$ cat src/rtl/imm_decode_stage.sv
// RISC-V immediate decode stage: decodes on the input side into a 2-entry in-order buffer.
// Optional illegal-opcode flag per entry is enabled with `define IMM_ILLEGAL_CHECK_EN.
module imm_decode_stage #(
    parameter int XLEN  = 32,
    parameter int CNT_W = 32
) (
    input  logic             clk,
    input  logic             rst,
    input  logic             flush,
    input  logic             in_valid,
    output logic             in_ready,
    input  logic [31:0]      in_inst,
    output logic             out_valid,
    input  logic             out_ready,
    output logic [31:0]      out_inst,
    output logic [XLEN-1:0]  out_imm,
    output logic [2:0]       out_fmt,
    output logic [CNT_W-1:0] decode_cnt
`ifdef IMM_ILLEGAL_CHECK_EN
    ,
    output logic             out_illegal
`endif
);

    typedef enum logic [1:0] {EMPTY, ONE, TWO} state_t;
    typedef enum logic [2:0] {
        FMT_NONE = 3'd0,
        FMT_I    = 3'd1,
        FMT_S    = 3'd2,
        FMT_B    = 3'd3,
        FMT_U    = 3'd4,
        FMT_J    = 3'd5
    } fmt_t;

    state_t            state, state_nxt;
    logic              accept, drain;
    logic              load_head, load_second, head_from_second;

    logic [31:0]       imm32;
    fmt_t              dec_fmt;
    logic [XLEN-1:0]   dec_imm;

    logic [31:0]       sec_inst;
    logic [XLEN-1:0]   sec_imm;
    logic [2:0]        sec_fmt;

`ifdef IMM_ILLEGAL_CHECK_EN
    logic              dec_illegal;
    logic              sec_illegal;
`endif

    // Decode the incoming word so the buffer only ever holds finished results.
    always_comb begin
        dec_fmt = FMT_NONE;
        imm32   = '0;
        case (in_inst[6:0])
            7'b0010011, 7'b0000011, 7'b1100111: begin
                dec_fmt = FMT_I;
                imm32   = {{20{in_inst[31]}}, in_inst[31:20]};
            end
            7'b0011011: begin
                if (XLEN == 64) begin
                    dec_fmt = FMT_I;
                    imm32   = {{20{in_inst[31]}}, in_inst[31:20]};
                end
            end
            7'b0100011: begin
                dec_fmt = FMT_S;
                imm32   = {{20{in_inst[31]}}, in_inst[31:25], in_inst[11:7]};
            end
            7'b1100011: begin
                dec_fmt = FMT_B;
                imm32   = {{19{in_inst[31]}}, in_inst[31], in_inst[7],
                           in_inst[30:25], in_inst[11:8], 1'b0};
            end
            7'b0110111, 7'b0010111: begin
                dec_fmt = FMT_U;
                imm32   = {in_inst[31:12], 12'h000};
            end
            7'b1101111: begin
                dec_fmt = FMT_J;
                imm32   = {{11{in_inst[31]}}, in_inst[31], in_inst[19:12],
                           in_inst[20], in_inst[30:21], 1'b0};
            end
            default: ;
        endcase
        dec_imm = XLEN'(signed'(imm32));
    end

`ifdef IMM_ILLEGAL_CHECK_EN
    assign dec_illegal = (dec_fmt == FMT_NONE) || (in_inst[1:0] != 2'b11);
`endif

    assign out_valid = (state != EMPTY);
    assign accept    = in_valid & in_ready & ~flush;
    assign drain     = out_valid & out_ready;

    // NOTE: every signal written here gets a default first so no latch is inferred.
    always_comb begin
        state_nxt        = state;
        load_head        = 1'b0;
        load_second      = 1'b0;
        head_from_second = 1'b0;
        case (state)
            EMPTY: begin
                if (accept) begin
                    state_nxt = ONE;
                    load_head = 1'b1;
                end
            end
            ONE: begin
                if (accept && drain) begin
                    load_head = 1'b1;
                end else if (accept) begin
                    state_nxt   = TWO;
                    load_second = 1'b1;
                end else if (drain) begin
                    state_nxt = EMPTY;
                end
            end
            TWO: begin
                if (drain) begin
                    state_nxt        = ONE;
                    head_from_second = 1'b1;
                end
            end
            default: state_nxt = EMPTY;
        endcase
        if (flush) begin
            state_nxt = EMPTY;
        end
    end

    // NOTE: sequential state uses non-blocking assignments only.
    always_ff @(posedge clk or posedge rst) begin
        if (rst) begin
            state      <= EMPTY;
            in_ready   <= 1'b1;
            decode_cnt <= '0;
        end else begin
            state    <= state_nxt;
            in_ready <= (state_nxt != TWO);
            if (drain) begin
                decode_cnt <= decode_cnt + CNT_W'(1);
            end
        end
    end

    always_ff @(posedge clk or posedge rst) begin
        if (rst) begin
            out_inst    <= '0;
            out_imm     <= '0;
            out_fmt     <= '0;
`ifdef IMM_ILLEGAL_CHECK_EN
            out_illegal <= 1'b0;
`endif
        end else if (load_head) begin
            out_inst    <= in_inst;
            out_imm     <= dec_imm;
            out_fmt     <= dec_fmt;
`ifdef IMM_ILLEGAL_CHECK_EN
            out_illegal <= dec_illegal;
`endif
        end else if (head_from_second) begin
            out_inst    <= sec_inst;
            out_imm     <= sec_imm;
            out_fmt     <= sec_fmt;
`ifdef IMM_ILLEGAL_CHECK_EN
            out_illegal <= sec_illegal;
`endif
        end
    end

    // NOTE: the second slot is never visible while invalid, so it carries no reset.
    always_ff @(posedge clk) begin
        if (load_second) begin
            sec_inst    <= in_inst;
            sec_imm     <= dec_imm;
            sec_fmt     <= dec_fmt;
`ifdef IMM_ILLEGAL_CHECK_EN
            sec_illegal <= dec_illegal;
`endif
        end
    end

endmodule
$ cat config.mk
export PLATFORM = sky130hd
export DESIGN_NAME = imm_decode_stage
export DESIGN_NICKNAME = d
export VERILOG_FILES = /design/src/rtl/imm_decode_stage.sv
export SDC_FILE = /design/constraint.sdc
export NUM_CORES = 1
export LEC_CHECK = 0
export BUFFER_PORTS_ARGS = -buffer_cell sky130_fd_sc_hd__buf_2
export CELL_PAD_IN_SITES_DETAIL_PLACEMENT = 0
export CELL_PAD_IN_SITES_GLOBAL_PLACEMENT = 1
export CORE_ASPECT_RATIO = 1.4
export CORE_MARGIN = 5
export CORE_UTILIZATION = 44
export DETAILED_ROUTE_END_ITERATION = 10
export MAX_ROUTING_LAYER = met4
export PLACE_DENSITY_LB_ADDON = 0.1
export RECOVER_POWER = 100
export SETUP_SLACK_MARGIN = 0.05
export SLEW_MARGIN = 20
export SYNTH_ARGS = -nofsm -noshare
export SYNTH_HDL_FRONTEND = slang
export SYNTH_SLANG_ARGS = --single-unit
$ cat constraint.sdc
create_clock -name clk -period 7.2 [get_ports clk]
set_clock_uncertainty 0.1 [all_clocks]
set_input_delay 1.44 -clock clk [delete_from_list [all_inputs] [get_ports clk]]
set_output_delay 1.44 -clock clk [all_outputs]
set_load 0.05 [all_outputs]
==> metrics, run 1 <==
path category of the worst min-delay check=reg2reg; Hold Path Cell Cnt=2; register-to-register path setup slack=2800 ps; max-capacitance violation count=4; met2 wirelength from detailed routing=8.68 mm; final-report setup violation count=0; number of rows created at floorplan=55; largest stage delay on the critical path=2760 ps; I/O pin count=138; async set-or-reset flop fraction in the synthesized netlist=60.4%; number of max-slew violations in the final report=160; PwrDens=300 nW/um2; vertical die dimension=160 um; critical path data required time=7040 ps; setup slack at placement=3350 ps; Reg clk slew, reported paths=60 ps; violation count after the first detailed-route iteration=345; Antenna Cells=0; total setup buffers inserted after CTS=0; WL met1=6.94 mm; Remaining DRCs=0; most area-hungry cell type in the Yosys netlist=sky130_fd_sc_hd__dfrtp_1; Num Clock Sinks=169; kind of critical path=in2reg; count of flip-flops with a built-in enable after synthesis=67; critical-path maximum fanout=67; total of warnings raised by yosys=0; full die area=18800 um2; Max-slew headroom=-160%; via count normalized by instance count=5.24; area of the core=16000 um2; kind of start point of the critical path=input port; number of clock buffers inserted by TritonCTS=17; Routability Congestion=0.814; launch point of the worst path=out_ready; FILL cells=1500; leading cell type in the layout, fill and taps excluded=sky130_fd_sc_hd__nand2_1; status=finished with violations; CTS root buf=sky130_fd_sc_hd__clkbuf_16; total congestion overflow after global routing=0; Longest Clk Path Bufs=2; Worst path slowest cell=sky130_fd_sc_hd__clkbuf_1; global-route usage over all layers=18.9%; RSZ-0062 raised after global routing=no; clock tree from TritonCTS=done; final worst setup slack=2070 ps; buffer and inverter count on the worst path=2; Net count, final=757; first-pass iteration count of the detailed router=6; Peak VDD IR=0.000165 V; mean area per synthesized cell=12.0 um2; uppermost metal layer occupied by signal nets=met4; endpoint of the worst hold path=out_imm[8]$_DFFE_PP0P_; final standard cell utilization of the core=51.9%; number of cells on the worst reg-to-reg path=3; Synth Flop Type=sky130_fd_sc_hd__dfrtp_1; library cell appearing most often on the critical path=sky130_fd_sc_hd__clkbuf_1; chain of cells forming the critical path=clkbuf_1 > nor2b_1 > nor3b_4 > clkbuf_1; post-synthesis cell type count=52; maximum achievable frequency=195 MHz; hold buffer count at cts=0; overall routed net length=16.6 mm; # H-tree levels=4; share of layout cells above drive strength 1=6.28%; Die X-Extent=117 um; detailed-placement wirelength estimate=10.7 mm; growth of design area from synthesis to finish=17.1%; sequential fraction of the synthesis area=64.5%; worst-skew pair later-pin latency=420 ps; portion of synthesized cell area occupied by the leading cell type=35.7%; routed vias=4875; number of instances resized during post-cts repair=0; kind of end point of the critical path=register; most frequent cells in the layout=sky130_fd_sc_hd__nand2_1, sky130_fd_sc_hd__clkbuf_1, sky130_fd_sc_hd__dfrtp_1; routed wire length on met3=855 um; final count of hold timing violations=0; worst-margin pin slew=3890 ps; syn nets=626; flip-flop and latch count after synthesis=169; maximum number of pins on one net before global-route repair=88; first-pass GRT wire length=26.9 mm; Crit path max-delay family=buffers and inverters; CP Data Arrival Time=4970 ps; Gate Count Post-Synth=588; number of antenna violations at the first check in global routing=0; average wire length per cell after detail routing=17.8 um; Synth Cell Area=7080 um2; clock period minus final worst setup slack=5130 ps; period utilization=71.3%; IO Port Bufs=137; Pleak=0.00380 uW; failing checks=max-capacitance violations, max-slew violations; startpoint of the tightest hold check path=sec_imm[8]$_DFFE_PP_; vias in the first global route=5172; cells taking the most area after synthesis=sky130_fd_sc_hd__dfrtp_1, sky130_fd_sc_hd__edfxtp_1, sky130_fd_sc_hd__nand2_1; count of nets left with antenna violations after detail routing=0; Final TNS setup=0 ps; initial cell density of the core=44.3%; worst reg2reg path endpoint=sec_imm[31]$_DFFE_PP_; worst reg2reg path startpoint=state[0]$_DFF_PP0_
logic make-up after synthesis:
logic type,Yosys count,share of synthesized area [%]
and+or+nand+nor,220,15.3
DFF,169,64.5
AOI/OAI and AO/OA,117,11.9
buffers and inverters,39,2.69
xor gates and xnor gates,31,3.83
muxes,11,1.59
adders and majority gates,1,0.177
how the worst max path moves through the flow:
stage / to / slack, ps / depth (start not counted)
2_1_floorplan: sec_fmt[0]$_DFFE_PP_ / 2270 / 2
3_3_place_gp: out_fmt[2]$_DFFE_PP0P_ / 3410 / 6
3_5_place_dp: out_imm[12]$_DFFE_PP0P_ / 3350 / 6
4_1_cts: out_imm[13]$_DFFE_PP0P_ / 3790 / 6
5_1_grt: sec_imm[17]$_DFFE_PP_ / 1850 / 4
6_report: sec_imm[31]$_DFFE_PP_ / 2070 / 4
stage by stage:
step	instance area [um2]	hold slack (ps)	total power, uW	std cells
2_1_floorplan	7090	332	1440	588
3_3_place_gp	7910	341	1550	899
3_5_place_dp	7910	346	1560	899
4_1_cts	8550	360	2540	931
5_1_grt	8290	385	2590	931
6_report	8290	356	2490	931
cell usage after synthesis (6+ instances only):
master and n:
sky130_fd_sc_hd__mux2i_1 9, sky130_fd_sc_hd__and2_1 8, sky130_fd_sc_hd__a21oi_1 18, sky130_fd_sc_hd__xnor2_1 26, sky130_fd_sc_hd__nor2_1 6, sky130_fd_sc_hd__buf_2 20, sky130_fd_sc_hd__a22o_1 6, sky130_fd_sc_hd__a21o_1 25
sky130_fd_sc_hd__nand4_1 7, sky130_fd_sc_hd__a211o_1 8, sky130_fd_sc_hd__dfrtp_1 101, sky130_fd_sc_hd__o21ai_0 15, sky130_fd_sc_hd__edfxtp_1 67, sky130_fd_sc_hd__a222oi_1 6, sky130_fd_sc_hd__clkbuf_1 7, sky130_fd_sc_hd__a22oi_1 30
sky130_fd_sc_hd__nand2_1 153, sky130_fd_sc_hd__nand3_1 14, sky130_fd_sc_hd__inv_1 9
report_power, final:
part           switching [uW]  total [uW]  internal (uW)
sequential               47.5        1110           1070
clock                     367         976            609
combinational             325         400           75.4
worst register-to-register path, stage by stage, from the launching register on:
cell	delay (ps)
sky130_fd_sc_hd__dfrtp_1	420
sky130_fd_sc_hd__nor2b_1	360
sky130_fd_sc_hd__nor3b_4	250
sky130_fd_sc_hd__clkbuf_1	2760
area by class of cell:
type	count	area (um2)	share of cell area, %
clock buffer	23	512	6.17
clock inverter	9	130	1.57
inverter	9	35.0	0.423
multi-input combinational	380	2250	27.1
sequential	169	4570	55.1
tap	199	249	3.00
timing repair buffer	142	551	6.64
flip-flops by register name, summed over array words and instances (netlist names):
register,flops
decode_cnt,32
out_imm,32
out_inst,32
sec_imm,32
sec_inst,32
out_fmt,3
sec_fmt,3
state,2
in_ready,1
routing by layer:
layer / up-vias / track usage [%]
met1: 2386 / 23.0
met4: 0 / 5.95
met3: 13 / 4.47
li1: 2347 / -
met5: - / -
met2: 129 / 31.0
Note: power is estimated with default switching activity, not from simulation.
==> run 2: changes to the inputs <==
==> constraint.sdc (replaced) <==
create_clock -name clk -period 5 [get_ports clk]
set_clock_uncertainty 0.1 [all_clocks]
set_input_delay 1 -clock clk [delete_from_list [all_inputs] [get_ports clk]]
set_output_delay 1 -clock clk [all_outputs]
set_load 0.05 [all_outputs]
==> run 2 against run 1 <==
Net effect: wire length increased by 0.46%; critical path depth increased by 2; first-iteration DRC count decreased by 19%; clock power increased by 45%; final cell count unchanged; sequential power increased by 44%; global-route usage increased by 0.072 points; register-to-register slack got worse by 1000 ps; sequential cell count unchanged; clock-buffer cell count decreased by 3; combinational power increased by 43%; cell area decreased by 0.27%; the flow still finishes with violations (max-capacitance violations, max-slew violations).
==> metrics, run 2 (synthesized netlist as in run 1, its figures left out) <==
Die X-Extent=117 um; RSZ-0062 raised after global routing=no; total congestion overflow after global routing=0; Reg clk slew, reported paths=60 ps; final count of hold timing violations=0; detailed-placement wirelength estimate=10.7 mm; Placed Instances=899; Num Clock Sinks=169; full die area=18800 um2; kind of end point of the critical path=register; Worst path slowest cell=sky130_fd_sc_hd__nor3b_1; vias in the first global route=5078; kind of start point of the critical path=input port; maximum number of pins on one net before global-route repair=87; vertical die dimension=160 um; share of layout cells above drive strength 1=6.15%; number of cells on the worst reg-to-reg path=6; leading cell type in the layout, fill and taps excluded=sky130_fd_sc_hd__nand2_1; initial cell density of the core=44.3%; number of antenna violations at the first check in global routing=0; global-route usage over all layers=19.0%; first-pass iteration count of the detailed router=6; path category of the worst min-delay check=reg2reg; Antenna Cells=0; growth of design area from synthesis to finish=16.8%; critical path data required time=5230 ps; Pleak=0.00379 uW; I/O pin count=138; failing checks=max-capacitance violations, max-slew violations; number of max-slew violations in the final report=243; number of rows created at floorplan=55; Final TNS setup=0 ps; clock tree from TritonCTS=done; via count normalized by instance count=5.26; Max-slew headroom=-124%; period utilization=71.8%; hold buffer count at cts=0; maximum achievable frequency=279 MHz; area of the core=16000 um2; Hold Worst Slack=359 ps; final non-filler cell total=931; violation count after the first detailed-route iteration=281; number of instances resized during post-cts repair=0; FILL cells=1521; Net count, final=757; Peak VDD IR=0.000226 V; Routability Congestion=0.834; most frequent cells in the layout=sky130_fd_sc_hd__nand2_1, sky130_fd_sc_hd__clkbuf_1, sky130_fd_sc_hd__dfrtp_1; average wire length per cell after detail routing=17.9 um; PwrDens=434 nW/um2; chain of cells forming the critical path=clkbuf_1 > nand4b_1 > nor3b_1 > a31o_1 > and2_1 > o21bai_1; worst-skew pair later-pin latency=430 ps; IO Port Bufs=137; Remaining DRCs=0; final-report setup violation count=0; overall routed net length=16.7 mm; routed vias=4900; number of clock buffers inserted by TritonCTS=17; CP Data Arrival Time=3820 ps; first-pass GRT wire length=26.9 mm; # H-tree levels=4; status=finished with violations; largest stage delay on the critical path=1410 ps; clock period minus final worst setup slack=3590 ps; final standard cell utilization of the core=51.8%; worst-margin pin slew=3340 ps; count of nets left with antenna violations after detail routing=0; kind of critical path=in2reg; CTS root buf=sky130_fd_sc_hd__clkbuf_16; critical-path maximum fanout=13; max-capacitance violation count=4; total setup buffers inserted after CTS=0; Hold Path Cell Cnt=2; Longest Clk Path Bufs=2
[run 2: routing by layer]
layer	up-vias	global-route usage, %	part of all wire, %
met5	-	-	0
met1	2403	23.4	43
met4	0	5.22	1.3
li1	2349	-	-
met3	19	4.74	4.9
met2	129	31.0	51
[run 2: per-stage QoR]
step / worst slack [ps] / total power, uW / instance area [um2]
finish: 1410 / 3590 / 8270
global route: 1070 / 3750 / 8270
CTS: 2090 / 3680 / 8550
detailed placement: 1640 / 2250 / 7910
global placement: 1700 / 2240 / 7910
floorplan: 510 / 2070 / 7090
[run 2: area by class of cell]
class | instances | area, um2 | share of cell area, %
sequential | 169 | 4570 | 55.2
tap | 199 | 249 | 3.01
inverter | 9 | 35.0 | 0.424
clock buffer | 20 | 437 | 5.28
multi-input combinational | 380 | 2230 | 27.0
clock inverter | 12 | 199 | 2.41
timing repair buffer | 142 | 549 | 6.64
[run 2: path summary, 6_finish.rpt]
kind / end / from / slack (ps)
max in group asynchronous: out_inst[9]$_DFFE_PP0P_ / rst / 1800
hold / removal: out_imm[10]$_DFFE_PP0P_ / sec_imm[10]$_DFFE_PP_ / 360
setup / recovery: out_fmt[2]$_DFFE_PP0P_ / in_inst[3] / 1410
min in group asynchronous: out_inst[3]$_DFFE_PP0P_ / rst / 1420
setup reg to reg: out_imm[6]$_DFFE_PP0P_ / state[1]$_DFF_PP0_ / 1770
hold reg to reg: out_imm[10]$_DFFE_PP0P_ / sec_imm[10]$_DFFE_PP_ / 360
[run 2: power by group]
| group | internal (uW) | switching [uW] |
|---|---|---|
| sequential | 1530 | 69.6 |
| combinational | 108 | 465 |
| clock | 886 | 531 |
| total | 2530 | 1070 |
[run 2: worst max-delay path: cells and delay by family]
family,cells,cell delay [ps]
AO/OA/AOI/OAI,2,600
buffers and inverters,1,160
AND/OR/NAND/NOR,3,2040
==> run 3: changes to the inputs <==
--- a/config.mk
+++ b/config.mk
@@ -10,7 +10,7 @@
 export CELL_PAD_IN_SITES_GLOBAL_PLACEMENT = 1
 export CORE_ASPECT_RATIO = 1.4
 export CORE_MARGIN = 5
-export CORE_UTILIZATION = 44
+export CORE_UTILIZATION = 39
 export DETAILED_ROUTE_END_ITERATION = 10
 export MAX_ROUTING_LAYER = met4
 export PLACE_DENSITY_LB_ADDON = 0.1
==> constraint.sdc (replaced) <==
create_clock -name clk -period 3.3 [get_ports clk]
set_clock_uncertainty 0.1 [all_clocks]
set_input_delay 0.66 -clock clk [delete_from_list [all_inputs] [get_ports clk]]
set_output_delay 0.66 -clock clk [all_outputs]
set_load 0.05 [all_outputs]
==> run 3 against run 2 <==
Net effect: the run still ends with max-capacitance violations, max-slew violations left; register-to-register slack got worse by 1000 ps; clock-buffer cell count rose by 2; critical path depth rose by 1; core utilization fell by 5.1 points; first-iteration DRC count rose by 37%; wire length rose by 3.9%; sequential share of layout area fell by 0.64 points; global-route usage fell by 1.2 points.
==> metrics, run 3 (synthesized netlist as in run 1, its figures left out) <==
status=finished with violations; failing checks=max-capacitance violations, max-slew violations; leading cell type in the layout, fill and taps excluded=sky130_fd_sc_hd__nand2_1; critical path data required time=3550 ps; clock tree from TritonCTS=done; Design Area, Final=8370 um2; Final TNS setup=0 ps; Reg clk slew, reported paths=60 ps; FILL cells=1741; RSZ-0062 raised after global routing=no; growth of design area from synthesis to finish=18.2%; vertical die dimension=169 um; violation count after the first detailed-route iteration=385; final standard cell utilization of the core=46.7%; Longest Clk Path Bufs=2; Worst path slowest cell=sky130_fd_sc_hd__clkbuf_1; worst reg2reg path endpoint=out_imm[20]$_DFFE_PP0P_; final-report setup violation count=0; Pleak=0.00385 uW; endpoint of the most critical setup path=out_imm[12]$_DFFE_PP0P_; maximum achievable frequency=391 MHz; Antenna Cells=0; number of cells on the worst reg-to-reg path=6; overall routed net length=17.3 mm; worst reg2reg path startpoint=state[1]$_DFF_PP0_; number of antenna violations at the first check in global routing=0; kind of end point of the critical path=register; number of clock buffers inserted by TritonCTS=17; IO Port Bufs=137; kind of start point of the critical path=input port; Max-slew headroom=-6.23%; path category of the worst min-delay check=reg2reg; Peak VDD IR=0.000498 V; Die X-Extent=124 um; chain of cells forming the critical path=clkbuf_1 > nand4b_1 > nor3b_2 > clkbuf_1 > a31o_1 > and2_1 > a211o_1; CTS root buf=sky130_fd_sc_hd__clkbuf_16; final count of hold timing violations=0; largest stage delay on the critical path=510 ps; Net count, final=761; critical-path maximum fanout=13; share of layout cells above drive strength 1=7.47%; period utilization=77.4%; clock period minus final worst setup slack=2560 ps; most frequent cells in the layout=sky130_fd_sc_hd__nand2_1, sky130_fd_sc_hd__clkbuf_1, sky130_fd_sc_hd__dfrtp_1; routed vias=4909; # H-tree levels=4; register-to-register path setup slack=760 ps; average wire length per cell after detail routing=17.8 um; library cell appearing most often on the critical path=sky130_fd_sc_hd__clkbuf_1; total setup buffers inserted after CTS=0; worst-skew pair later-pin latency=410 ps; PwrDens=622 nW/um2; hold buffer count at cts=0; Cell Area, Placed=8020 um2; Remaining DRCs=0; Crit path max-delay family=simple AND/OR/NAND/NOR gates; maximum number of pins on one net before global-route repair=68; worst-margin pin slew=1580 ps; global-route usage over all layers=17.8%; detailed-placement wirelength estimate=11.7 mm; initial cell density of the core=39.5%; launch point of the worst path=in_inst[3]; number of max-slew violations in the final report=32; max-capacitance violation count=1; logic depth of the worst path, buffers included=7; area of the core=17900 um2; count of nets left with antenna violations after detail routing=0; number of rows created at floorplan=58; first-pass GRT wire length=27.7 mm; kind of critical path=in2reg; Num Clock Sinks=169; full die area=21000 um2; Routability Congestion=0.794; buffer and inverter count on the worst path=2; first-pass iteration count of the detailed router=7; I/O pin count=138; vias in the first global route=5176; number of instances resized during post-cts repair=0; CP Data Arrival Time=2810 ps; total congestion overflow after global routing=0; via count normalized by instance count=5.03
run 3: changes by cell type in the layout (fill, tap and decap cells not counted), sizes merged:
cell,previous run,this run
clkinv,6,5
buf,5,7
clkbuf,157,161
inv,9,10
bufinv,5,1
clkinvlp,1,3
run 3: power by group:
part / internal [uW] / switching, uW / total [uW]
registers: 2320 / 104 / 2430
logic: 169 / 712 / 881
clock network: 1100 / 798 / 1900
total: 3590 / 1610 / 5200
run 3: per-layer routing:
layer | routed length, um | vias up | GRT usage (%) | part of all wire, %
met4 | 228 | 0 | 5.40 | 1.3
li1 | - | 2351 | - | -
met3 | 842 | 14 | 4.47 | 4.9
met5 | 0 | - | - | 0
met2 | 9010 | 120 | 30.0 | 52
met1 | 7260 | 2424 | 21.0 | 42
run 3: tightest hold or removal path, delay by kind of cell (launching register included):
kind / cells / cell delay [ps]
compound gates: 1 / 60
flops: 1 / 320
simple gates: 1 / 50
run 3: final cells by class:
class	instances	area [um2]	area share [%]
well taps	240	300	3.59
inverters	9	35.0	0.419
flip-flops and latches	169	4570	54.6
multi-input cells	380	2300	27.5
clock buffers	22	474	5.67
clock inverters	10	92.6	1.11
repair buffers	146	597	7.13
run 3: worst min path at each step:
stage,cells after the start,endpoint,from,slack [ps]
floorplan,2,out_imm[10]$_DFFE_PP0P_,sec_imm[10]$_DFFE_PP_,330
global placement,2,out_imm[5]$_DFFE_PP0P_,sec_imm[5]$_DFFE_PP_,340
detailed placement,2,out_inst[20]$_DFFE_PP0P_,sec_inst[20]$_DFFE_PP_,350
CTS,2,out_inst[16]$_DFFE_PP0P_,rst,290
global route,2,state[0]$_DFF_PP0_,flush,360
finish,2,out_inst[20]$_DFFE_PP0P_,sec_inst[20]$_DFFE_PP_,360
run 3: stage by stage:
| step | instances | hold slack (ps) | total power (uW) | setup WS [ps] |
|---|---|---|---|---|
| after floorplan | 588 | 332 | 3140 | 59.7 |
| after global placement | 944 | 341 | 3400 | 791 |
| after detailed placement | 944 | 350 | 3420 | 703 |
| after CTS | 976 | 291 | 5340 | 1060 |
| after global routing | 976 | 358 | 5430 | 489 |
| final | 976 | 360 | 5200 | 745 |
